===== config.mk =====
export PLATFORM = sky130hd
export DESIGN_NAME = cbc_stream_engine_flat
export DESIGN_NICKNAME = d
export VERILOG_FILES = /design/src/rtl/cbc_stream_engine_pkg.sv /design/src/rtl/cbc_stream_engine_if.sv /design/src/rtl/cbc_stream_engine_block_unit.sv /design/src/rtl/cbc_stream_engine.sv /design/src/flat_wrapper.sv
export SDC_FILE = /design/constraint.sdc
export NUM_CORES = 1
export LEC_CHECK = 0
export ABC_AREA = 1
export CAP_MARGIN = 10
export CORE_ASPECT_RATIO = 1.25
export CORE_MARGIN = 2
export CORE_UTILIZATION = 45
export CTS_BUF_LIST = sky130_fd_sc_hd__clkbuf_4 sky130_fd_sc_hd__clkbuf_8 sky130_fd_sc_hd__clkbuf_16
export CTS_CLUSTER_DIAMETER = 40
export DETAILED_ROUTE_END_ITERATION = 12
export PLACE_DENSITY = 0.68
export SETUP_SLACK_MARGIN = 0.4
export SLEW_MARGIN = 25
export SYNTH_ARGS = -nofsm -noshare
export SYNTH_HDL_FRONTEND = slang
export SYNTH_SLANG_ARGS = --single-unit

===== constraint.sdc =====
create_clock -name clk -period 12.75 [get_ports clk]
set_input_delay 3.1875 -clock clk [delete_from_list [all_inputs] [get_ports clk]]
set_output_delay 3.1875 -clock clk [all_outputs]
set_load 0.05 [all_outputs]

===== src/rtl/cbc_stream_engine_pkg.sv =====
// Shared types, sizes and PRESENT round helpers for the CBC stream engine.
// The 16-bit PRESENT variant uses four nibble S-boxes and a 20-bit key.
package cbc_pkg;

    localparam int BLOCK_W = 16;
    localparam int KEY_W   = 20;
    localparam int ROUNDS  = 8;

    // Nibble i of each table is the substitution of value i.
    localparam logic [63:0] SBOX     = 64'h21748FE3DA09B65C;
    localparam logic [63:0] SBOX_INV = 64'hA970364BD21C8FE5;

    typedef enum logic {
        CBC_ENC = 1'b0,
        CBC_DEC = 1'b1
    } cbc_mode_e;

    typedef enum logic [1:0] {
        ST_IDLE,
        ST_RUN,
        ST_DRAIN
    } cbc_state_e;

    function automatic logic [3:0] nib(input logic [3:0] n, input logic [63:0] tbl);
        return tbl[{n, 2'b00} +: 4];
    endfunction

    function automatic logic [BLOCK_W-1:0] sub_nibbles(input logic [BLOCK_W-1:0] x,
                                                       input logic [63:0] tbl);
        return {nib(x[15:12], tbl), nib(x[11:8], tbl),
                nib(x[7:4], tbl), nib(x[3:0], tbl)};
    endfunction

    // Bit i moves to 4*i mod 15 (bit 15 fixed); the map is its own inverse.
    function automatic logic [BLOCK_W-1:0] p_layer(input logic [BLOCK_W-1:0] x);
        return {x[15], x[11], x[7], x[3], x[14], x[10], x[6], x[2],
                x[13], x[9], x[5], x[1], x[12], x[8], x[4], x[0]};
    endfunction

    function automatic logic [KEY_W-1:0] key_update(input logic [KEY_W-1:0] k,
                                                    input logic [3:0] rc);
        logic [KEY_W-1:0] n;
        n        = {k[12:0], k[19:13]};
        n[19:16] = nib(n[19:16], SBOX);
        n[3:0]   = n[3:0] ^ rc;
        return n;
    endfunction

    function automatic logic [KEY_W-1:0] key_revert(input logic [KEY_W-1:0] k,
                                                    input logic [3:0] rc);
        logic [KEY_W-1:0] m;
        m        = k;
        m[3:0]   = m[3:0] ^ rc;
        m[19:16] = nib(m[19:16], SBOX_INV);
        return {m[6:0], m[19:7]};
    endfunction

endpackage


===== src/rtl/cbc_stream_engine_if.sv =====
// Configuration, input-stream and output-stream bundle of the CBC engine.
// The master side drives messages and blocks; the engine is the slave.
interface cbc_stream_engine_if
    import cbc_pkg::*;
#(
    parameter int MAX_BLOCKS = 8,
    parameter int CNT_W      = $clog2(MAX_BLOCKS + 1)
);
    logic               cfg_valid;
    logic               cfg_ready;
    logic               cfg_mode;
    logic [BLOCK_W-1:0] cfg_iv;
    logic [KEY_W-1:0]   cfg_key;
    logic [CNT_W-1:0]   cfg_len;
    logic               abort;
    logic               in_valid;
    logic               in_ready;
    logic [BLOCK_W-1:0] in_data;
    logic               out_valid;
    logic               out_ready;
    logic [BLOCK_W-1:0] out_data;
    logic               out_last;
    logic               busy;
    logic               done;

    modport master (
        output cfg_valid, cfg_mode, cfg_iv, cfg_key, cfg_len, abort,
        output in_valid, in_data, out_ready,
        input  cfg_ready, in_ready, out_valid, out_data, out_last, busy, done
    );

    modport slave (
        input  cfg_valid, cfg_mode, cfg_iv, cfg_key, cfg_len, abort,
        input  in_valid, in_data, out_ready,
        output cfg_ready, in_ready, out_valid, out_data, out_last, busy, done
    );
endinterface


===== src/rtl/cbc_stream_engine_block_unit.sv =====
// Combinational CBC step: PRESENT encrypt/decrypt cores plus chain XORs.
// Returns the output block and the chain value for the next block.
module present_cipher
    import cbc_pkg::*;
(
    input  logic [KEY_W-1:0]   key_i,
    input  logic [BLOCK_W-1:0] pt_i,
    output logic [BLOCK_W-1:0] ct_o
);
    always_comb begin
        logic [KEY_W-1:0]   k;
        logic [BLOCK_W-1:0] s;
        k = key_i;
        s = pt_i;
        for (int r = 1; r <= ROUNDS; r++) begin
            s = p_layer(sub_nibbles(s ^ k[KEY_W-1 -: BLOCK_W], SBOX));
            k = key_update(k, 4'(r));
        end
        ct_o = s ^ k[KEY_W-1 -: BLOCK_W];
    end
endmodule

module present_decipher
    import cbc_pkg::*;
(
    input  logic [KEY_W-1:0]   key_i,
    input  logic [BLOCK_W-1:0] ct_i,
    output logic [BLOCK_W-1:0] pt_o
);
    // Run the schedule forward to the last key, then unwind it per round.
    always_comb begin
        logic [KEY_W-1:0]   k;
        logic [BLOCK_W-1:0] s;
        k = key_i;
        for (int r = 1; r <= ROUNDS; r++) begin
            k = key_update(k, 4'(r));
        end
        s = ct_i ^ k[KEY_W-1 -: BLOCK_W];
        for (int r = ROUNDS; r >= 1; r--) begin
            k = key_revert(k, 4'(r));
            s = sub_nibbles(p_layer(s), SBOX_INV) ^ k[KEY_W-1 -: BLOCK_W];
        end
        pt_o = s;
    end
endmodule

module cbc_block_unit
    import cbc_pkg::*;
(
    input  cbc_mode_e          mode_i,
    input  logic [KEY_W-1:0]   key_i,
    input  logic [BLOCK_W-1:0] chain_i,
    input  logic [BLOCK_W-1:0] data_i,
    output logic [BLOCK_W-1:0] y_o,
    output logic [BLOCK_W-1:0] chain_o
);
    logic [BLOCK_W-1:0] enc_y;
    logic [BLOCK_W-1:0] dec_x;

    present_cipher u_enc (
        .key_i (key_i),
        .pt_i  (data_i ^ chain_i),
        .ct_o  (enc_y)
    );

    present_decipher u_dec (
        .key_i (key_i),
        .ct_i  (data_i),
        .pt_o  (dec_x)
    );

    always_comb begin
        y_o     = enc_y;
        chain_o = enc_y;
        unique case (mode_i)
            CBC_ENC: begin
                y_o     = enc_y;
                chain_o = enc_y;
            end
            CBC_DEC: begin
                y_o     = dec_x ^ chain_i;
                chain_o = data_i;
            end
        endcase
    end
endmodule


===== src/rtl/cbc_stream_engine.sv =====
// CBC stream engine top: message FSM, block counter and output register.
// One block per input handshake through a combinational PRESENT datapath.
module cbc_stream_engine
    import cbc_pkg::*;
#(
    parameter int MAX_BLOCKS = 8,
    parameter int CNT_W      = $clog2(MAX_BLOCKS + 1)
) (
    input logic clk,
    input logic rst_n,
    cbc_stream_engine_if.slave bus_if
);
    cbc_state_e         state_q, state_d;
    cbc_mode_e          mode_q, mode_d;
    logic [KEY_W-1:0]   key_q, key_d;
    logic [CNT_W-1:0]   len_q, len_d, blk_cnt_q, blk_cnt_d;
    logic [CNT_W-1:0]   len_clamped;
    logic [BLOCK_W-1:0] chain_q, chain_d, out_data_q, out_data_d;
    logic [BLOCK_W-1:0] blk_y, blk_chain;
    logic               out_valid_q, out_valid_d;
    logic               out_last_q, out_last_d;
    logic               done_q, done_d;
    logic               cfg_hs, in_hs, out_hs, last_blk;

    assign len_clamped = (bus_if.cfg_len > CNT_W'(MAX_BLOCKS)) ?
                         CNT_W'(MAX_BLOCKS) : bus_if.cfg_len;
    assign cfg_hs   = bus_if.cfg_valid && bus_if.cfg_ready;
    assign in_hs    = bus_if.in_valid && bus_if.in_ready;
    assign out_hs   = out_valid_q && bus_if.out_ready;
    assign last_blk = (blk_cnt_q == len_q - CNT_W'(1));

    cbc_block_unit u_blk (
        .mode_i  (mode_q),
        .key_i   (key_q),
        .chain_i (chain_q),
        .data_i  (bus_if.in_data),
        .y_o     (blk_y),
        .chain_o (blk_chain)
    );

    always_ff @(posedge clk or negedge rst_n) begin
        if (!rst_n) begin
            state_q <= ST_IDLE;
        end else begin
            state_q <= state_d;
        end
    end

    always_comb begin
        state_d = state_q;
        unique case (state_q)
            ST_IDLE:  if (cfg_hs && len_clamped != '0) state_d = ST_RUN;
            ST_RUN:   if (in_hs && last_blk) state_d = ST_DRAIN;
            ST_DRAIN: if (out_hs) state_d = ST_IDLE;
            default:  state_d = ST_IDLE;
        endcase
        if (bus_if.abort) state_d = ST_IDLE;
    end

    // Handshake readiness is decoded from state; in_ready also sees out_ready.
    always_comb begin
        bus_if.cfg_ready = 1'b0;
        bus_if.in_ready  = 1'b0;
        bus_if.busy      = 1'b1;
        unique case (state_q)
            ST_IDLE: begin
                bus_if.cfg_ready = 1'b1;
                bus_if.busy      = 1'b0;
            end
            ST_RUN:   bus_if.in_ready = !out_valid_q || bus_if.out_ready;
            ST_DRAIN: bus_if.in_ready = 1'b0;
            default:  bus_if.busy = 1'b0;
        endcase
    end

    always_comb begin
        mode_d      = mode_q;
        key_d       = key_q;
        len_d       = len_q;
        chain_d     = chain_q;
        blk_cnt_d   = blk_cnt_q;
        out_data_d  = out_data_q;
        out_valid_d = out_valid_q;
        out_last_d  = out_last_q;
        done_d      = 1'b0;
        if (cfg_hs) begin
            mode_d    = cbc_mode_e'(bus_if.cfg_mode);
            key_d     = bus_if.cfg_key;
            len_d     = len_clamped;
            chain_d   = bus_if.cfg_iv;
            blk_cnt_d = '0;
            done_d    = (len_clamped == '0);
        end
        if (out_hs) begin
            out_valid_d = 1'b0;
            out_last_d  = 1'b0;
        end
        if (in_hs) begin
            chain_d     = blk_chain;
            out_data_d  = blk_y;
            out_valid_d = 1'b1;
            out_last_d  = last_blk;
            blk_cnt_d   = blk_cnt_q + CNT_W'(1);
        end
        if (out_hs && state_q == ST_DRAIN) done_d = 1'b1;
        if (bus_if.abort) begin
            chain_d     = '0;
            blk_cnt_d   = '0;
            out_valid_d = 1'b0;
            out_last_d  = 1'b0;
            done_d      = 1'b0;
        end
    end

    always_ff @(posedge clk or negedge rst_n) begin
        if (!rst_n) begin
            mode_q      <= CBC_ENC;
            key_q       <= '0;
            len_q       <= '0;
            chain_q     <= '0;
            blk_cnt_q   <= '0;
            out_data_q  <= '0;
            out_valid_q <= 1'b0;
            out_last_q  <= 1'b0;
            done_q      <= 1'b0;
        end else begin
            mode_q      <= mode_d;
            key_q       <= key_d;
            len_q       <= len_d;
            chain_q     <= chain_d;
            blk_cnt_q   <= blk_cnt_d;
            out_data_q  <= out_data_d;
            out_valid_q <= out_valid_d;
            out_last_q  <= out_last_d;
            done_q      <= done_d;
        end
    end

    assign bus_if.out_valid = out_valid_q;
    assign bus_if.out_data  = out_data_q;
    assign bus_if.out_last  = out_last_q;
    assign bus_if.done      = done_q;

endmodule


===== src/flat_wrapper.sv =====
// flat-port wrapper written by rule: the top's interface ports become plain ports
module cbc_stream_engine_flat import cbc_pkg::*;
#(
    parameter int MAX_BLOCKS = 8,
    parameter int CNT_W      = $clog2(MAX_BLOCKS + 1)
)
  (clk, rst_n, bus_if_cfg_valid, bus_if_cfg_mode, bus_if_cfg_iv, bus_if_cfg_key, bus_if_cfg_len, bus_if_abort, bus_if_in_valid, bus_if_in_data, bus_if_out_ready, bus_if_cfg_ready, bus_if_in_ready, bus_if_out_valid, bus_if_out_data, bus_if_out_last, bus_if_busy, bus_if_done);
  cbc_stream_engine_if #(.MAX_BLOCKS(MAX_BLOCKS), .CNT_W(CNT_W)) bus_if_i ();
  input logic clk;
  input logic rst_n;
  input wire logic [$bits(bus_if_i.cfg_valid)-1:0] bus_if_cfg_valid;
  input wire logic [$bits(bus_if_i.cfg_mode)-1:0] bus_if_cfg_mode;
  input wire logic [$bits(bus_if_i.cfg_iv)-1:0] bus_if_cfg_iv;
  input wire logic [$bits(bus_if_i.cfg_key)-1:0] bus_if_cfg_key;
  input wire logic [$bits(bus_if_i.cfg_len)-1:0] bus_if_cfg_len;
  input wire logic [$bits(bus_if_i.abort)-1:0] bus_if_abort;
  input wire logic [$bits(bus_if_i.in_valid)-1:0] bus_if_in_valid;
  input wire logic [$bits(bus_if_i.in_data)-1:0] bus_if_in_data;
  input wire logic [$bits(bus_if_i.out_ready)-1:0] bus_if_out_ready;
  output wire logic [$bits(bus_if_i.cfg_ready)-1:0] bus_if_cfg_ready;
  output wire logic [$bits(bus_if_i.in_ready)-1:0] bus_if_in_ready;
  output wire logic [$bits(bus_if_i.out_valid)-1:0] bus_if_out_valid;
  output wire logic [$bits(bus_if_i.out_data)-1:0] bus_if_out_data;
  output wire logic [$bits(bus_if_i.out_last)-1:0] bus_if_out_last;
  output wire logic [$bits(bus_if_i.busy)-1:0] bus_if_busy;
  output wire logic [$bits(bus_if_i.done)-1:0] bus_if_done;
  assign bus_if_i.cfg_valid = bus_if_cfg_valid;
  assign bus_if_i.cfg_mode = bus_if_cfg_mode;
  assign bus_if_i.cfg_iv = bus_if_cfg_iv;
  assign bus_if_i.cfg_key = bus_if_cfg_key;
  assign bus_if_i.cfg_len = bus_if_cfg_len;
  assign bus_if_i.abort = bus_if_abort;
  assign bus_if_i.in_valid = bus_if_in_valid;
  assign bus_if_i.in_data = bus_if_in_data;
  assign bus_if_i.out_ready = bus_if_out_ready;
  assign bus_if_cfg_ready = bus_if_i.cfg_ready;
  assign bus_if_in_ready = bus_if_i.in_ready;
  assign bus_if_out_valid = bus_if_i.out_valid;
  assign bus_if_out_data = bus_if_i.out_data;
  assign bus_if_out_last = bus_if_i.out_last;
  assign bus_if_busy = bus_if_i.busy;
  assign bus_if_done = bus_if_i.done;
  cbc_stream_engine #(.MAX_BLOCKS(MAX_BLOCKS), .CNT_W(CNT_W)) u_core (.clk(clk), .rst_n(rst_n), .bus_if(bus_if_i));
endmodule

### After elaboration in Yosys (flattened, before gate mapping)

Index checks and enable logic that the tools add are counted.

| cells by class | value |
|---|---|
| shift-type cells | 80 |
| bitwise logic cells | 35 |
| equal/unequal tests | 6 |
| mux-type cells | 25 |
| reductions and logical operators | 15 |
| $add $sub $neg | 2 |
| order comparisons | 1 |

Operators by type and width:

| operator | number |
|---|---|
| variable part select 64 x 7 -> 4 bit, first input constant | 80 |
| XOR 16 bit | 20 |
| one-hot mux 16 bit (2 select lines) | 2 |
| two-way mux 16 bit | 3 |
| two-way mux 4 bit | 4 |
| NOT 2 bit | 6 |
| two-way mux 1 bit | 11 |
| != test 3 x 2 -> 1 bit, second input constant | 3 |
| two-way mux 2 bit | 4 |
| NOT 1 bit | 7 |
| logical AND 1 bit | 6 |
| NOT 3 bit | 2 |
| one-hot mux 2 bit (3 select lines) | 1 |
| nonzero test 3 bit | 2 |
| adder 4 x 1 -> 4 bit, second input constant | 1 |
| == test 4 bit | 1 |
| > comparator 4 bit, second input constant | 1 |
| logical NOT 4 bit | 1 |
| nonzero test 4 bit | 1 |
| subtractor 4 x 1 -> 4 bit, second input constant | 1 |
| AND reduction 3 bit | 1 |
| == test 2 x 1 -> 1 bit, second input constant | 1 |
| == test 2 bit, second input constant | 1 |
| logical NOT 2 bit | 1 |
| 3 further kinds | 3 |

| word-level totals | value |
|---|---|
| register bits after elaboration | 66 |
| output and inout port bits | 22 |
| bits of input ports | 63 |

### Logic depth before layout (Yosys ltp)

| depth | value |
|---|---|
| depth in word-level cells | 22 |
| gate-level depth with buffers | 88 |
| depth with buffers taken out | 88 |

### Modules after synthesis

A second synthesis with hierarchy kept.

| second synthesis, totals | value |
|---|---|
| cells, all modules | 5,054 |
| area, all modules | 28,084.4 µm² |

By module, submodules not included:

| module | cells each | seq. area each (µm²) | instances | area each (µm²) |
|---|---|---|---|---|
| present_decipher | 2,419 | 0.0 | 1 | 13,207.7 |
| present_cipher | 2,125 | 0.0 | 1 | 11,056.9 |
| cbc_stream_engine | 344 | 1,651.6 | 1 | 3,005.4 |
| cbc_block_unit | 166 | 0.0 | 1 | 814.5 |

### Worst setup path before layout

OpenSTA, ideal clock, no wires.

| timing | value |
|---|---|
| path type | input to register |
| from | in bus_if_in_data[1] |
| to | reg u_core.out_data_q[11] (netlist: u_core.bus_if.out_data[11]) |
| path buffers | 0 |
| stages on the path | 55 |
| library setup time | 0.078 ns |
| slack | 1.063 ns |
| data required time | 12.672 ns |
| arrival | 11.609 ns |
| cells stage by stage | xnor2_1 xor2_1 inv_1 ha_1 o21ai_0 xor2_1 xor2_1 inv_1 ha_1 o211ai_1 nand2_1 xor2_1 inv_1 ha_1 nand2_1 nand3_1 nand2_1 xor2_1 [19 not listed] nand2_1 xor2_1 ha_1 inv_1 nand2_1 o21ai_0 nand2_1 nand2_1 xor2_1 ha_1 inv_1 nand2_1 o211ai_1 nand2_1 nand2_1 nand3_1 and2_1 a21boi_1 |

| on the way | value |
|---|---|
| cells in the longest elaborated chain, start to end | 19 |
| elaborated cells between the ends (all ways) | 73 |
| those cells by class | shift: 52; mux: 1; bitwise: 20 |

Ends and longest elaborated chain:

| element | RTL line | source |
|---|---|---|
| start, declared | flat_wrapper.sv:18 | `input wire logic [$bits(bus_if_i.in_data)-1:0] bus_if_in_data;` |
| XOR 16 bit (on tied branches) | cbc_stream_engine_block_unit.sv:38, cbc_stream_engine_block_unit.sv:62 |  |
| variable part select 64 x 7 -> 4 bit or XOR 16 bit (tied branches) | cbc_stream_engine_pkg.sv:25, cbc_stream_engine_block_unit.sv:16 |  |
| XOR 16 bit or variable part select 64 x 7 -> 4 bit (tied branches) | cbc_stream_engine_block_unit.sv:41, cbc_stream_engine_pkg.sv:25 |  |
| variable part select 64 x 7 -> 4 bit or XOR 16 bit (tied branches) | cbc_stream_engine_pkg.sv:25, cbc_stream_engine_block_unit.sv:16 |  |
| XOR 16 bit or variable part select 64 x 7 -> 4 bit (tied branches) | cbc_stream_engine_block_unit.sv:41, cbc_stream_engine_pkg.sv:25 |  |
| variable part select 64 x 7 -> 4 bit or XOR 16 bit (tied branches) | cbc_stream_engine_pkg.sv:25, cbc_stream_engine_block_unit.sv:16 |  |
| XOR 16 bit or variable part select 64 x 7 -> 4 bit (tied branches) | cbc_stream_engine_block_unit.sv:41, cbc_stream_engine_pkg.sv:25 |  |
| variable part select 64 x 7 -> 4 bit or XOR 16 bit (tied branches) | cbc_stream_engine_pkg.sv:25, cbc_stream_engine_block_unit.sv:16 |  |
| [3 not listed] | - |  |
| variable part select 64 x 7 -> 4 bit or XOR 16 bit (tied branches) | cbc_stream_engine_pkg.sv:25, cbc_stream_engine_block_unit.sv:16 |  |
| XOR 16 bit or variable part select 64 x 7 -> 4 bit (tied branches) | cbc_stream_engine_block_unit.sv:41, cbc_stream_engine_pkg.sv:25 |  |
| variable part select 64 x 7 -> 4 bit or XOR 16 bit (tied branches) | cbc_stream_engine_pkg.sv:25, cbc_stream_engine_block_unit.sv:16 |  |
| XOR 16 bit or variable part select 64 x 7 -> 4 bit (tied branches) | cbc_stream_engine_block_unit.sv:41, cbc_stream_engine_pkg.sv:25 |  |
| variable part select 64 x 7 -> 4 bit or XOR 16 bit (tied branches) | cbc_stream_engine_pkg.sv:25, cbc_stream_engine_block_unit.sv:16 |  |
| XOR 16 bit or variable part select 64 x 7 -> 4 bit (tied branches) | cbc_stream_engine_block_unit.sv:41, cbc_stream_engine_pkg.sv:25 |  |
| XOR 16 bit (on tied branches) | cbc_stream_engine_block_unit.sv:81, cbc_stream_engine_block_unit.sv:19 |  |
| one-hot mux 16 bit (2 select lines) * | cbc_stream_engine_block_unit.sv:75 | `unique case (mode_i)` |
| end signal, assigned | cbc_stream_engine.sv:132 | `out_data_q <= out_data_d;` |
| end, declared | cbc_stream_engine.sv:18 | `logic [BLOCK_W-1:0] chain_q, chain_d, out_data_q, out_data_d;` |

Every way passes the cells marked *; elsewhere a longest branch is shown, timed or not.
A chain may end at the register's enable or synchronous reset.

### Final worst setup path

| timing | value |
|---|---|
| from | in bus_if_in_data[9] |
| to | reg u_core.chain_q[14] |

| on the way | value |
|---|---|
| cells in the longest elaborated chain, start to end | 21 |
| elaborated cells between the ends (all ways) | 39 |
| those cells by class | shift: 26; mux: 3; bitwise: 10 |

Ends and longest elaborated chain:

| element | RTL line | source |
|---|---|---|
| XOR 16 bit * | cbc_stream_engine_block_unit.sv:62 | `.pt_i (data_i ^ chain_i),` |
| XOR 16 bit * | cbc_stream_engine_block_unit.sv:16 | `s = p_layer(sub_nibbles(s ^ k[KEY_W-1 -: BLOCK_W], SBOX));` |
| variable part select 64 x 7 -> 4 bit * | cbc_stream_engine_pkg.sv:25 | `return tbl[{n, 2'b00} +: 4];` |
| XOR 16 bit * | cbc_stream_engine_block_unit.sv:16 |  |
| variable part select 64 x 7 -> 4 bit | cbc_stream_engine_pkg.sv:25 |  |
| XOR 16 bit * | cbc_stream_engine_block_unit.sv:16 |  |
| variable part select 64 x 7 -> 4 bit | cbc_stream_engine_pkg.sv:25 |  |
| XOR 16 bit * | cbc_stream_engine_block_unit.sv:16 |  |
| [5 not listed] | - |  |
| XOR 16 bit * | cbc_stream_engine_block_unit.sv:16 |  |
| variable part select 64 x 7 -> 4 bit | cbc_stream_engine_pkg.sv:25 |  |
| XOR 16 bit * | cbc_stream_engine_block_unit.sv:16 |  |
| variable part select 64 x 7 -> 4 bit * | cbc_stream_engine_pkg.sv:25 |  |
| XOR 16 bit * | cbc_stream_engine_block_unit.sv:19 | `ct_o = s ^ k[KEY_W-1 -: BLOCK_W];` |
| one-hot mux 16 bit (2 select lines) * | cbc_stream_engine_block_unit.sv:75 |  |
| two-way mux 16 bit * | cbc_stream_engine.sv:98 | `if (in_hs) begin` |
| two-way mux 16 bit * | cbc_stream_engine.sv:106 | `if (bus_if.abort) begin` |
| end signal, assigned | cbc_stream_engine.sv:130 | `chain_q <= chain_d;` |
| end, declared | cbc_stream_engine.sv:18 |  |

Marked as above.

==> impl_metrics.py <==
metrics = {
    "clock_tree": {
        "cts_made_buffers": 9,
        "insertion_delay_ps": 350,
        "cts_root_buf": "clkbuf_16",
        "clk_pin_slew_worst_paths_ps": 60,
        "cts_tree": "done",
        "htreeDepth": 3,
        "cts_sinks": 66,
        "cts_hold_buf": 0,
        "cts_buffer_depth": 2,
    },
    "floorplan": {
        "pin_count": 85,
        "fp.dieW_um": 212,
        "num_rows": 95,
        "initial_core_util_pct": 45.4,
        "fp.dieH_um": 264,
        "die_area_um2": 55800,
        "core_um2": 53500,
    },
    "timing": {
        "fmax_ghz": 0.0852,
        "fin_crit_ps": 11740,
        "rsz0062_at_grt": "yes",
        "slew_viol_final": 0,
        "clock_skew_ps": 6.18,
        "hold_violations": 0,
        "tns_ps": 0,
        "period_share_pct": 92.1,
        "worstMarginPinSlew_ps": 953,
        "relSlewSlack_pct": 36.4,
        "setup_viol": 0,
    },
    "drt": {
        "dr.pass1.iters": 6,
        "drc": 0,
        "dr_wl_met3_um": 3510,
        "ant_nets": 0,
        "routed_wl_um": 83400,
        "avgRoutedWirePerCell_um": 16.8,
        "drtIter0Drc": 1703,
        "top_layer_used": "met5",
        "via_per_inst": 5.34,
        "dr_wl_met2_um": 40600,
        "met1Wirelength_um": 32800,
        "vias": 26500,
    },
    "min_path": {
        "worstHoldPathType": "reg -> reg",
    },
    "setup_path": {
        "critPathMaxFanout": 7,
        "cp_slowest_cell": "clkdlybuf4s50_1",
        "cp.arrival_ps": 12010,
        "cp-start-kind": "input port",
        "path_common_cell": "nand2_1",
        "crit_type": "in -> reg",
        "cpPeakStageDelay_ps": 710,
        "crit_required_ps": 13020,
        "end_kind": "flop",
    },
    "logic_synthesis": {
        "synthCells": 4094,
        "synth_area_um2": 24300,
        "synth_nets": 4549,
        "synth_warnings": 0,
        "synth_area_per_cell_um2": 5.93,
        "ys_seq_elements": 66,
        "synth_async_sr_flop_share_pct": 100,
        "synth_edf_count": 0,
        "ys.flop_type": "dfrtp_1",
        "synth.distinct_cells": 60,
        "seq_area_frac_synth_pct": 6.80,
    },
    "final_layout": {
        "layout_commonest_cell": "nand2_1",
        "drive_above_1_share_pct": 14.3,
        "area_delta_synth_final_pct": 12.6,
        "mostFrequentLayoutCells": "nand2_1 (1496), nand3_1 (608), ha_1 (392), inv_1 (355), o21ai_0 (189)",
        "final_core_util_pct": 51.1,
        "seq_area_um2": 1650,
        "multi_input_area_um2": 20900,
        "n_antenna_cell": 0,
        "fin_nets": 4729,
        "fillers": 5625,
    },
    "grt": {
        "grt_pass1_vias": 24700,
        "grt_antenna_before_repair": 2,
        "grt_max_degree": 67,
        "grt.overflow.total": 0,
        "grt_usage_pct": 29.3,
        "grt_pass1_wl_um": 129000,
    },
    "placed_design": {
        "place_congestion": 1.00,
        "dpl.hpwl_um": 67300,
        "portBuffers": 84,
    },
    "flow_run": {
        "cap_violations": 0,
    },
    "status": {
        "outcome": "complete, no violations",
    },
}
-- cell families (layout without fill, tap and decap cells) --
kind of cell / after synthesis / in the layout / share of synthesized area (%)
compound gates: 405 / 405 / 10.0
xor+xnor: 173 / 173 / 7.15
fa+ha+maj: 392 / 392 / 20.2
buf+inv: 503 / 688 / 8.48
flops: 66 / 66 / 6.80
simple gates: 2555 / 2555 / 47.3
-- cell type report --
class                   instances  share of cell area, %
clock buffers                  10                  0.874
clock inverters                 6                  0.233
well taps                     679                   3.11
repair buffers                219                   6.83
flip-flops and latches         66                   6.05
inverters                     453                   6.30
multi-input cells            3525                   76.6
-- critical path, delay by kind of cell --
family                   cells  cell delay (ps)
AND/OR/NAND/NOR             29             3060
adder cells (fa/ha/maj)      6             1760
XOR/XNOR                     7             1570
buffers and inverters        9             1750
AO/OA/AOI/OAI                6              690
-- synthesized netlist by cell type, drive strengths merged (2+ instances only) --
cell type | n | area share, %
buf | 32 | 1.0
a21oi | 42 | 0.87
o211ai | 59 | 1.9
ha | 392 | 20
or2 | 37 | 0.96
nor2 | 116 | 1.9
clkbuf | 18 | 0.36
and2 | 7 | 0.18
o21a | 2 | 0.062
nand4 | 7 | 0.18
o22ai | 3 | 0.077
xnor2 | 18 | 0.71
nand3b | 27 | 0.83
o31ai | 17 | 0.70
dfrtp | 66 | 6.8
a32oi | 2 | 0.10
nand2 | 1697 | 29
a31oi | 3 | 0.077
nand3 | 661 | 15
inv | 436 | 6.8
xor2 | 155 | 6.4
o21ai | 257 | 5.6
a21boi | 13 | 0.40
clkinv | 17 | 0.28
nor3 | 2 | 0.041
-- final timing paths --
| path | slack, ps | end | start | depth (start not counted) |
|---|---|---|---|---|
| min reg2reg | 520 | u_core.bus_if.out_data[9]$_DFFE_PN0P_ | u_core.bus_if.out_data[9]$_DFFE_PN0P_ | 2 |
| min | 520 | u_core.bus_if.out_data[9]$_DFFE_PN0P_ | u_core.bus_if.out_data[9]$_DFFE_PN0P_ | 2 |
| max reg2reg | 1340 | u_core.bus_if.out_data[3]$_DFFE_PN0P_ | u_core.key_q[2]$_DFFE_PN0P_ | 79 |
| max | 1010 | u_core.chain_q[14]$_DFFE_PN0P_ | bus_if_in_data[9] | 57 |
| max in group asynchronous | 9050 | u_core.key_q[3]$_DFFE_PN0P_ | rst_n | 2 |
| min in group asynchronous | 3060 | u_core.key_q[12]$_DFFE_PN0P_ | rst_n | 2 |
-- flip-flops by register name, indices dropped and copies added (netlist names) --
register / cells
u_core.len_q: 4
u_core.mode_q: 1
u_core.chain_q: 16
u_core.state_q: 2
u_core.bus_if.out_valid: 1
u_core.key_q: 20
u_core.bus_if.out_data: 16
u_core.blk_cnt_q: 4
u_core.bus_if.done: 1
u_core.bus_if.out_last: 1
-- metrics by stage --
| step | hold WS, ps | std cells | instance area [um^2] | setup slack, ps |
|---|---|---|---|---|
| 6_report | 518 | 4958 | 27300 | 1010 |
| 5_1_grt | 549 | 4958 | 27300 | 277 |
| 4_1_cts | 489 | 4941 | 26800 | 456 |
| 3_5_place_dp | 470 | 4925 | 26500 | 196 |
| 3_3_place_gp | 479 | 4925 | 26500 | 257 |
| 2_1_floorplan | 478 | 4094 | 24300 | 1060 |
-- timing repair --
| item | in CTS | in global routing |
|---|---|---|
| gates resized for setup | 0 | 74 |
| buffers inserted | 0 | 16 |
| endpoints found under the setup margin | 0 | 32 |
-- per-layer routing --
metal | track usage (%) | up-vias
met4 | 19.8 | 2
met3 | 2.39 | 270
met5 | 0 | -
li1 | - | 13500
met1 | 32.7 | 12000
met2 | 52.6 | 753
Power is left out: the tool's default activity adds up to more than one toggle a clock period on the data nets, which glitch-free logic cannot reach.
